## src/rtl/motor_drive.sv

```systemverilog
`default_nettype none
// ============================================================================
// Module   : motor_drive
// Function : Two-wheel PWM / H-bridge driver with duty ramping and
//            dead-time protected direction reversal.
// Revision : 1.0 - initial release
// ============================================================================
module motor_drive #(
    parameter int PWM_PERIOD       = 1000,
    parameter int RAMP_STEP_CYCLES = 50_000,
    parameter int DUTY_STEP        = 10,
    parameter int DUTY_FULL        = 1000,
    parameter int DUTY_VEER        = 700,
    parameter int DUTY_HARD        = 400,
    parameter int DEAD_TIME        = 25_000
) (
    input  logic       clk,
    input  logic       rst,
    input  logic [3:0] DIR,
    input  logic       direction,
    output logic       L_EN,
    output logic       L_IN1,
    output logic       L_IN2,
    output logic       R_EN,
    output logic       R_IN1,
    output logic       R_IN2,
    output logic       moving
);

    localparam logic [15:0] c_pwm_last  = 16'(PWM_PERIOD - 1);
    localparam logic [15:0] c_ramp_last = 16'(RAMP_STEP_CYCLES - 1);
    localparam logic [15:0] c_step      = 16'(DUTY_STEP);
    localparam logic [15:0] c_full      = 16'(DUTY_FULL);
    localparam logic [15:0] c_veer      = 16'(DUTY_VEER);
    localparam logic [15:0] c_hard      = 16'(DUTY_HARD);
    localparam logic [15:0] c_dead_last = 16'(DEAD_TIME - 1);

    localparam logic [1:0] c_S_RUN       = 2'd0;
    localparam logic [1:0] c_S_RAMP_DOWN = 2'd1;
    localparam logic [1:0] c_S_DEAD      = 2'd2;

    logic [3:0]  r_cmd;
    logic        r_fwd_cmd;
    logic [15:0] r_pwm_cnt;
    logic [15:0] r_pre_cnt;
    logic        w_pwm_wrap;
    logic        w_tick;

    always_ff @(posedge clk) begin
        if (rst) begin
            r_cmd     <= 4'b1111;
            r_fwd_cmd <= 1'b1;
            r_pwm_cnt <= 16'd0;
            r_pre_cnt <= 16'd0;
        end else begin
            r_cmd     <= DIR;
            r_fwd_cmd <= direction;
            r_pwm_cnt <= w_pwm_wrap ? 16'd0 : r_pwm_cnt + 16'd1;
            r_pre_cnt <= w_tick ? 16'd0 : r_pre_cnt + 16'd1;
        end
    end

    assign w_pwm_wrap = (r_pwm_cnt == c_pwm_last);
    assign w_tick     = (r_pre_cnt == c_ramp_last);

    // Index 0 is the left wheel, index 1 the right wheel.
    logic             w_cmd_valid;
    logic [1:0][15:0] w_tgt_duty;
    logic [1:0]       w_tgt_raw_fwd;

    always_comb begin
        w_cmd_valid   = 1'b1;
        w_tgt_duty    = '0;
        w_tgt_raw_fwd = 2'b11;
        case (r_cmd)
            4'b0000: w_tgt_duty = {c_full, c_full};
            4'b1001: w_tgt_duty = {c_veer, c_full};
            4'b1010: w_tgt_duty = {c_hard, c_full};
            4'b1011: begin
                w_tgt_duty    = {c_full, c_full};
                w_tgt_raw_fwd = 2'b01;
            end
            4'b0101: w_tgt_duty = {c_full, c_veer};
            4'b0110: w_tgt_duty = {c_full, c_hard};
            4'b0111: begin
                w_tgt_duty    = {c_full, c_full};
                w_tgt_raw_fwd = 2'b10;
            end
            default: w_cmd_valid = 1'b0;
        endcase
    end

    logic [1:0][15:0] w_applied;
    logic [1:0]       w_en;
    logic [1:0][1:0]  w_in;

    for (genvar g = 0; g < 2; g++) begin : g_wheel
        logic [1:0]  r_state;
        logic        r_cur_fwd;
        logic [15:0] r_duty;
        logic [15:0] r_applied;
        logic [15:0] r_dead_cnt;
        logic [1:0]  r_in;
        logic        w_want_fwd;
        logic [15:0] w_eff;
        logic [15:0] w_duty_next;

        // Stop/invalid codes leave the wheel's direction alone.
        assign w_want_fwd = w_cmd_valid ? (w_tgt_raw_fwd[g] ~^ r_fwd_cmd) : r_cur_fwd;
        assign w_eff      = (r_state == c_S_RUN && w_want_fwd == r_cur_fwd) ?
                            w_tgt_duty[g] : 16'd0;

        always_comb begin
            w_duty_next = r_duty;
            if (r_duty < w_eff) begin
                w_duty_next = ((w_eff - r_duty) > c_step) ? r_duty + c_step : w_eff;
            end else if (r_duty > w_eff) begin
                w_duty_next = ((r_duty - w_eff) > c_step) ? r_duty - c_step : w_eff;
            end
        end

        always_ff @(posedge clk) begin
            if (rst) begin
                r_state    <= c_S_RUN;
                r_cur_fwd  <= 1'b1;
                r_duty     <= 16'd0;
                r_applied  <= 16'd0;
                r_dead_cnt <= 16'd0;
                r_in       <= 2'b10;
            end else begin
                if (w_tick) begin
                    r_duty <= w_duty_next;
                end
                // Applied duty changes only on the period boundary.
                if (w_pwm_wrap) begin
                    r_applied <= r_duty;
                end
                case (r_state)
                    c_S_RUN: begin
                        if (w_want_fwd != r_cur_fwd) begin
                            r_state <= c_S_RAMP_DOWN;
                        end
                    end
                    c_S_RAMP_DOWN: begin
                        if (w_want_fwd == r_cur_fwd) begin
                            r_state <= c_S_RUN;
                        end else if (r_duty == 16'd0 && r_applied == 16'd0) begin
                            r_state    <= c_S_DEAD;
                            r_dead_cnt <= c_dead_last;
                            r_in       <= 2'b00;
                        end
                    end
                    c_S_DEAD: begin
                        if (r_dead_cnt == 16'd0) begin
                            r_state   <= c_S_RUN;
                            r_cur_fwd <= ~r_cur_fwd;
                            r_in      <= r_cur_fwd ? 2'b01 : 2'b10;
                        end else begin
                            r_dead_cnt <= r_dead_cnt - 16'd1;
                        end
                    end
                    default: r_state <= c_S_RUN;
                endcase
            end
        end

        assign w_applied[g] = r_applied;
        assign w_en[g]      = (r_state != c_S_DEAD) && (r_pwm_cnt < r_applied);
        assign w_in[g]      = r_in;
    end

    assign L_EN   = w_en[0];
    assign L_IN1  = w_in[0][1];
    assign L_IN2  = w_in[0][0];
    assign R_EN   = w_en[1];
    assign R_IN1  = w_in[1][1];
    assign R_IN2  = w_in[1][0];
    assign moving = (w_applied[0] != 16'd0) || (w_applied[1] != 16'd0);

endmodule
`default_nettype wire

```

## config.mk

```make
export PLATFORM = sky130hd
export DESIGN_NAME = motor_drive
export DESIGN_NICKNAME = d
export VERILOG_FILES = /design/src/rtl/motor_drive.sv
export SDC_FILE = /design/constraint.sdc
export NUM_CORES = 1
export LEC_CHECK = 0
export ABC_AREA = 1
export CAP_MARGIN = 20
export CORE_AREA = 2 2 154 156
export CTS_CLUSTER_SIZE = 20
export DETAILED_ROUTE_END_ITERATION = 12
export DIE_AREA = 0 0 156 158
export GPL_TIMING_DRIVEN = 0
export PLACE_DENSITY = 0.65
export SETUP_SLACK_MARGIN = 0.5
export SLEW_MARGIN = 20
export SYNTH_ARGS = -nofsm -noshare
export SYNTH_HDL_FRONTEND = slang
export SYNTH_SLANG_ARGS = --single-unit
```

## constraint.sdc

```tcl
create_clock -name clk -period 9 [get_ports clk]
set_input_delay 1.35 -clock clk [delete_from_list [all_inputs] [get_ports clk]]
set_output_delay 1.35 -clock clk [all_outputs]
set_load 0.01 [all_outputs]
```

# After elaboration in Yosys (flattened, before gate mapping)
# Cells that the tools add are included.
[totals]
output_inout_bits = 7
romBits = 0
ff_bits = 143
latchBits = 0
in_bits = 7
word_cells = 151
memories = 0
mem_bits_rw = 0
[classes]
shift = 0
mux = 43
addsub = 12
mul = 0
bitwise_logic = 4
div_mod_pow = 0
n_reduce_logical = 36
order_cmp = 10
eq_ne = 30
[op_table]
columns = ["op", "n"]
rows = [
  ["$mux W16", 16],
  ["$pmux W26 S5", 1],
  ["$logic_not A16 Y1", 6],
  ["$gt A16 B4 Y1 const B", 4],
  ["$lt A16 B16 Y1", 4],
  ["$pmux W16 S2", 2],
  ["$sub A16 B16 Y16", 4],
  ["$add A16 B1 Y16 const B", 2],
  ["$add A16 B4 Y16 const B", 2],
  ["$gt A16 B16 Y1", 2],
  ["$mux W2", 16],
  ["$reduce_bool A16 Y1", 2],
  ["$sub A16 B1 Y16 const B", 2],
  ["$sub A16 B4 Y16 const B", 2],
  ["$ne A2 B2 Y1 const B", 10],
  ["$eq A16 B10 Y1 const B", 1],
  ["$eq A16 B16 Y1 const B", 1],
  ["$reduce_and A4 Y1", 4],
  ["$eq A4 B3 Y1 const B", 3],
  ["$eq A4 B4 Y1 const B", 3],
  ["$pmux W2 S2", 3],
  ["$pmux W2 S3", 2],
  ["$reduce_and A2 Y1", 4],
  ["$reduce_bool A2 Y1", 4],
  ["other kinds (17)", 35],
]

# Depth between registers and ports, before layout
# Gate-level depths: netlist of the first run.
[logic_depth]
word_depth = 12
ltp_mapped = 32
mapped_depth_nobuf = 32

# Worst setup path before layout of the first run
# No wires, ideal clock.
[synth_path]
kind = "reg2reg"
startpoint = "reg r_cmd[1]"
endpoint = "reg g_wheel[0].r_duty[9]"
path_stages_with_launch = 27
n_path_buf = 1
setup_time_ns = 0.119
t_required_ns = 8.881
arrival_time_ns = 3.237
period_less_slack_ns = 3.356
path_slack_ns = 5.644
cell_sequence = "dfxtp_1 -> inv_1 -> nand3_1 -> nand2_1 -> nor2_1 -> nand2_2 -> nand2_1 -> and2_1 -> nand2_1 -> inv_1 -> ha_1 -> inv_1 -> fa_1 -> inv_1 -> nor2_1 -> nor2_2 -> inv_2 -> nand2_2 -> nand3_2 -> xor2_2 -> nor2_4 -> nand3_4 -> buf_6 -> nand2_1 -> nand3_1 -> nand2_1 -> a21oi_1"
[synth_via]
elab_chain_cells = 12
word_cells_on_any_way = 29
cone_classes = "add/sub (2); order compare (4); eq/ne (7); mux (9); bitwise (1); reduce/logical (6)"
[synth_rtl]
columns = ["item", "line", "rtl"]
rows = [
  ["start, declared", "42", "logic [3:0] r_cmd;"],
  ["start signal, assigned", "51", "r_cmd <= 4'b1111;"],
  ["start signal, assigned", "56", "r_cmd <= DIR;"],
  ["$eq A4 B3 Y1 (tied with other cells)", "75", "case (r_cmd)"],
  ["$reduce_or A7 Y1 (no source line) or $pmux W2 S2 (tied branches)", "n/a", ""],
  ["$mux W1 or $xnor A1 B1 Y1 (tied branches)", "75, 109", ""],
  ["$mux W1", "109", "assign w_want_fwd = w_cmd_valid ? (w_tgt_raw_fwd[g] ~^ r_fwd_cmd) : r_cur_fwd;"],
  ["$eq A1 B1 Y1", "110", "assign w_eff = (r_state == c_S_RUN && w_want_fwd == r_cur_fwd) ?"],
  ["$logic_and A1 B1 Y1", "110", ""],
  ["$mux W16 (*)", "110", ""],
  ["$sub A16 B16 Y16", "118", "w_duty_next = ((r_duty - w_eff) > c_step) ? r_duty - c_step : w_eff;"],
  ["$gt A16 B4 Y1", "118", ""],
  ["$mux W16", "118", ""],
  ["$mux W16", "117", "end else if (r_duty > w_eff) begin"],
  ["$mux W16", "115", "if (r_duty < w_eff) begin"],
  ["end signal, assigned", "132", "r_duty <= w_duty_next;"],
  ["end, declared", "100", "logic [15:0] r_duty;"],
]
# Every way passes the cells marked *; elsewhere a longest branch is shown, timed or not. The select of a mux whose other input is x is not followed.
# A chain may end at the register's enable or synchronous reset.

# Worst setup path in the final report of the first run
[layout_path]
startpoint = "reg r_cmd[1]"
endpoint = "reg g_wheel[1].r_duty[2]"
[layout_via]
elab_chain_cells = 12
word_cells_on_any_way = 29
cone_classes = "add/sub (2); order compare (4); eq/ne (7); mux (9); bitwise (1); reduce/logical (6)"
[layout_rtl]
columns = ["item", "line"]
rows = [
  ["$eq A4 B3 Y1 (tied with other cells)", "75"],
  ["$reduce_or A7 Y1 (no source line) or $pmux W2 S2 (tied branches)", "n/a"],
  ["$mux W1 or $xnor A1 B1 Y1 (tied branches)", "75, 109"],
  ["$mux W1", "109"],
  ["$eq A1 B1 Y1", "110"],
  ["$logic_and A1 B1 Y1", "110"],
  ["$mux W16 (*)", "110"],
  ["$sub A16 B16 Y16", "118"],
  ["$gt A16 B4 Y1", "118"],
  ["$mux W16", "118"],
  ["$mux W16", "117"],
  ["$mux W16", "115"],
  ["end signal, assigned", "132"],
  ["end, declared", "100"],
]
# Marks and branches as above.

==> results of run 1 <==
==> final cells by class <==
class | instances | area (um^2) | share of cell area
multi-input cells | 1331 | 7340 | 0.591
flip-flops and latches | 139 | 2780 | 0.224
inverters | 281 | 1050 | 0.0849
clock buffers | 19 | 443 | 0.0357
well taps | 290 | 363 | 0.0292
plain buffers | 41 | 210 | 0.0169
repair buffers | 13 | 130 | 0.0105
clock inverters | 13 | 93.8 | 0.00756
==> report_power, final <==
group / internal (mW) / switching, mW
Sequential: 0.643 / 0.0236
Clock: 0.361 / 0.287
Combinational: 0.359 / 0.710
Total: 1.36 / 1.02
==> per-layer routing <==
metal | part of all wire | global-route usage
met1 | 0.47 | 0.354
met2 | 0.46 | 0.433
met3 | 0.051 | 0.0345
met4 | 0.021 | 0.0826
met5 | 0 | 0
==> worst max-delay path: stages (launching register included) <==
cell	delay, ns
dfxtp_1	0.42
inv_1	0.08
nand3_1	0.15
nand2_1	0.10
nor2_1	0.19
nand2_2	0.10
nand2_1	0.11
nand2_1	0.09
inv_2	0.08
nand2_1	0.22
nand2_2	0.25
inv_1	0.16
fa_1	0.45
inv_1	0.09
nor2_1	0.06
nor2_2	0.13
inv_2	0.08
nand2_2	0.10
nand3_2	0.11
nor2_2	0.22
inv_2	0.12
nand3b_1	0.13
nand2_1	0.15
inv_1	0.13
buf_2	0.26
nand3_1	0.14
nand2_1	0.08
inv_1	0.04
==> state kept, by name, summed over array words and instances, names as in the netlist <==
register / count
g_wheel.r_dead_cnt: 32
g_wheel.r_applied: 30
g_wheel.r_duty: 30
r_pre_cnt: 16
r_pwm_cnt: 16
g_wheel.r_in: 4
g_wheel.r_state: 4
r_cmd: 4
g_wheel.r_cur_fwd: 2
r_fwd_cmd: 1
==> logic make-up after synthesis <==
group,share of synthesized area
fa+ha+maj,0.0872
xor+xnor,0.0436
compound gates,0.132
flops,0.244
simple gates,0.382
buf+inv,0.111
==> cells in the final DEF (no fill, tap or decap), types with 16 or more instances in the layout <==
cell,n
a21oi_1,131
clkbuf_1,22
clkbuf_16,17
dfxtp_1,139
ha_1,73
inv_1,245
inv_2,31
nand2_1,417
nand2_2,22
nand3_1,147
nand4_1,59
nor2_1,152
nor2_2,18
nor2_4,16
nor3_1,41
o21ai_0,75
xor2_1,44
==> worst min-delay path by stage <==
stage,startpoint,endpoint,slack [ns],depth (start not counted)
after CTS,r_pwm_cnt[0],r_pwm_cnt[0],0.46,1
final,r_pwm_cnt[0],r_pwm_cnt[0],0.46,1
after detailed placement,r_pwm_cnt[0],r_pwm_cnt[0],0.44,1
after global routing,g_wheel[1].r_in[0],g_wheel[1].r_in[0],0.47,2
after global placement,r_pre_cnt[0],r_pre_cnt[0],0.43,1
after floorplan,r_pre_cnt[0],r_pre_cnt[0],0.42,1
==> summary.txt, run 1 <==
chip height: 158 um
Total Routing Usage GR: 0.261
worst endpoint required time: 9.31 ns
first-pass GRT wire length: 51.8 mm
Max Clock Freq: 0.229 GHz
top post-synthesis cells by area: dfxtp_1 24%, nand2_1 14%, inv_1 8.1%, ha_1 8.0%, nand3_1 6.5%
DR WL/cell: 14.9 um
clk_lat worst skew: 0.43 ns
H-tree Lvls: 4
number of flops mapped to enable cells by yosys: 0
Setup Fix Bufs, Post-CTS: 0
R2R cell count: 27
worst r2r src: r_cmd[1]
Crit Path Max Fanout: 10
router iterations before antenna repair: 7
Layout Nets: 1908
initial antenna violation count: 0
P per Cell Area: 192 nW/um^2
RSZ-0062 raised after global routing: false
Final ANT Viol Nets: 0
most frequent cell after synthesis: nand2_1
starting density of the core: 0.494
Max Root-Sink Buffers: 2
# diodes: 0
most instantiated cells after synthesis: 417 x nand2_1, 245 x inv_1, 152 x nor2_1
Fin. Hold Viols: 0
Yosys top cell by area: dfxtp_1
CTS buffer count: 17
#FFs+latches synth: 139
Remaining Overflow, GRT: 0
Final setup viols: 0
Ys Warns: 0
Post-CTS Resized: 0
CTS Sinks: 139
status: finished clean
ys async rst share: 0
root cell of the clock tree: clkbuf_16
Primary FF master, synth: dfxtp_1
cts hold-fix bufs: 0
global placer's final weighted congestion: 0.980
top cell type's share of synthesized area: 0.244
clock skew: 0.0134 ns
fill cell count: 2328
Tcrit/Tclk final: 0.486
Synth Instances: 1792
Leakage Power: 5.94 nW
arrival time worst endpoint: 4.69 ns
Worst Setup Slack, final: 4.62 ns
Core ar.: 23100 um^2
DIE AREA: 24600 um^2
critical path class: flip-flop to flip-flop
DRT Wirelength: 31.7 mm
type of the most critical hold path: flip-flop to flip-flop
hpwl dp: 25.0 mm
worst vdd ir: 175 uV
Die Wd: 156 um
Critical path origin: r_cmd[1]
CP Capture Point: g_wheel[1].r_duty[2]
dpl ws: 4.70 ns
max-cap violations: 0
post-route minimum period: 4.38 ns
Port Buffer Count: 13
number of global-route vias before repair: 10500
num ports: 14
layout cell share with drive strength beyond 1: 0.0969
# rows: 56
final setup TNS: 0 ns
Slew @ Worst Pin: 0.787 ns
Crit. End Element: flip-flop
syn nets: 1876
Slew Limit Fails: 0
DR vias/cell: 5.43
Starting DRT DRC Count: 816
Vias: 11600
utilization after layout: 0.539
# DRC: 0
total power: 2.38 mW
CTS tree: yes
Layout Cells excl Fill: 2127
largest net degree at the start of global routing: 17
DP Cell Count: 2095
hold slack final: 0.456 ns
Post-DP Area: 11900 um^2
reg-to-reg slack, setup: 4.62 ns
critical path startpoint category: flip-flop
r2r endpoint: g_wheel[1].r_duty[2]
synthesized area: 11400 um^2
Clock transition at path regs: 0.06 ns
Cell variety after synth: 50
Area Growth Syn to Fin: 9.04%
Post-Syn Area per Cell: 6.36 um^2
Design Area, Final: 12400 um^2
Slew Limit Headroom: 0.472
Seq/Total Area, Yosys: 0.244
Note: power is estimated with default switching activity, not from simulation.
==> run 2: changes to the inputs <==
clock period = 4.35 ns   (was 9 ns; I/O delays follow)
==> summary.txt, run 2 (same netlist as run 1, synthesis figures left out) <==
status: finished clean
clk_lat worst skew: 0.42 ns
# DRC: 0
num ports: 14
chip height: 158 um
Max Root-Sink Buffers: 2
Crit Path Max Fanout: 7
starting density of the core: 0.494
# diodes: 0
Die Wd: 156 um
CTS buffer count: 17
Leakage Power: 6.13 nW
Layout Cells excl Fill: 2157
hpwl dp: 25.0 mm
type of the most critical hold path: flip-flop to flip-flop
Fin. Hold Viols: 0
router iterations before antenna repair: 6
total power: 5.15 mW
global placer's final weighted congestion: 0.980
Max Clock Freq: 0.271 GHz
RSZ-0062 raised after global routing: true
Slew Limit Headroom: 0.472
most frequent cells in the layout: 406 x nand2_1, 236 x inv_1, 147 x nor2_1, 141 x nand3_1, 135 x dfxtp_1
initial antenna violation count: 0
Vias: 11700
critical path startpoint category: flip-flop
register with the most flip-flops: g_wheel.r_dead_cnt
Area Growth Syn to Fin: 14.9%
number of global-route vias before repair: 10500
Final ANT Viol Nets: 0
post-route minimum period: 3.68 ns
Slew @ Worst Pin: 0.786 ns
final setup TNS: 0 ns
max-cap violations: 0
worst vdd ir: 371 uV
Core ar.: 23100 um^2
P per Cell Area: 394 nW/um^2
fill cell count: 2254
DP Cell Count: 2095
Starting DRT DRC Count: 898
# rows: 56
CTS Sinks: 139
wire length on met3: 1.94 mm
biggest regs: g_wheel.r_dead_cnt x32, g_wheel.r_applied x30, g_wheel.r_duty x30
Total Routing Usage GR: 0.262
max reg flops: 32
DIE AREA: 24600 um^2
CTS tree: yes
layout cell share with drive strength beyond 1: 0.144
Tcrit/Tclk final: 0.847
H-tree Lvls: 4
critical path class: flip-flop to flip-flop
largest net degree at the start of global routing: 17
most common cell after layout, fill and taps aside: nand2_1
metal2 WL: 15.0 mm
cts hold-fix bufs: 0
utilization after layout: 0.568
clock skew: 0.0132 ns
Port Buffer Count: 13
first-pass GRT wire length: 52.1 mm
Remaining Overflow, GRT: 0
DR WL/cell: 15.1 um
Final setup viols: 0
M1 wire length: 14.8 mm
DR vias/cell: 5.44
root cell of the clock tree: clkbuf_16
Crit. End Element: flip-flop
Layout Nets: 1938
DRT Wirelength: 32.6 mm
Clock transition at path regs: 0.06 ns
worst endpoint required time: 4.66 ns
arrival time worst endpoint: 3.99 ns
Slew Limit Fails: 0
top layer in use: met4
==> run 2: layout make-up <==
cell class	count	area, um^2	share of cell area
multi-input combinational	1332	7740	0.591
sequential	139	2800	0.214
inverter	281	1060	0.0813
clock buffer	19	443	0.0338
tap	290	363	0.0277
timing repair buffer	42	360	0.0275
buffer	41	231	0.0177
clock inverter	13	93.8	0.00717
==> run 2: repair_timing <==
action | in CTS | in global routing
setup buffers | 7 | 22
endpoints found under the setup margin | 30 | 30
pin swaps | 3 | 24
gates cloned | 0 | 1
resized for setup | 29 | 79
==> run 2: metal layers <==
metal  up-vias  GRT usage
li1       5973          -
met1      5319      0.354
met2       376      0.438
met3        61     0.0342
met4         0     0.0808
met5         -          0
==> run 2: final timing paths <==
path	slack (ns)	to	depth (start not counted)	from
worst max register to register	0.67	g_wheel[1].r_duty[2]	27	r_cmd[3]
worst min register to register	0.45	g_wheel[0].r_state[0]	1	g_wheel[0].r_state[1]
worst min-delay path	0.45	g_wheel[0].r_state[0]	1	g_wheel[0].r_state[1]
worst max-delay path	0.67	g_wheel[1].r_duty[2]	27	r_cmd[3]
==> run 2: critical path, stage by stage (launching register included) <==
cell and delay [ns]:
dfxtp_4 0.36, inv_2 0.05, nor2_4 0.10, inv_1 0.08, nor3_4 0.20, nor2_2 0.07
nand2_4 0.10, nand2_2 0.08, nand2_2 0.10, clkinv_4 0.12, nand2_8 0.12, inv_1 0.05
ha_2 0.44, nand2_2 0.13, nor2_4 0.16, nand2_1 0.09, nand3_1 0.10, nand2_1 0.09
nand2_1 0.07, nand2_1 0.09, a21oi_2 0.20, nand3_4 0.17, nor2_4 0.22, nand2_1 0.08
nand3_1 0.08, nand3_1 0.09, nand2_1 0.08, inv_1 0.04
==> run 2: power by group <==
| group | total (mW) | switching (mW) | leakage (nW) | internal, mW |
|---|---|---|---|---|
| clock | 1.34 | 0.592 | 0.256 | 0.746 |
| combinational | 2.44 | 1.57 | 4.75 | 0.868 |
| sequential | 1.38 | 0.0496 | 1.12 | 1.33 |
==> run 2: metrics by stage <==
step	hold WS [ns]	instance area [um^2]	worst slack (ns)
2_1_floorplan	0.418	11400	0.994
3_3_place_gp	0.431	11900	0.138
3_5_place_dp	0.440	11900	0.0504
4_1_cts	0.456	12600	0.504
5_1_grt	0.474	13100	0.411
6_report	0.452	13100	0.666
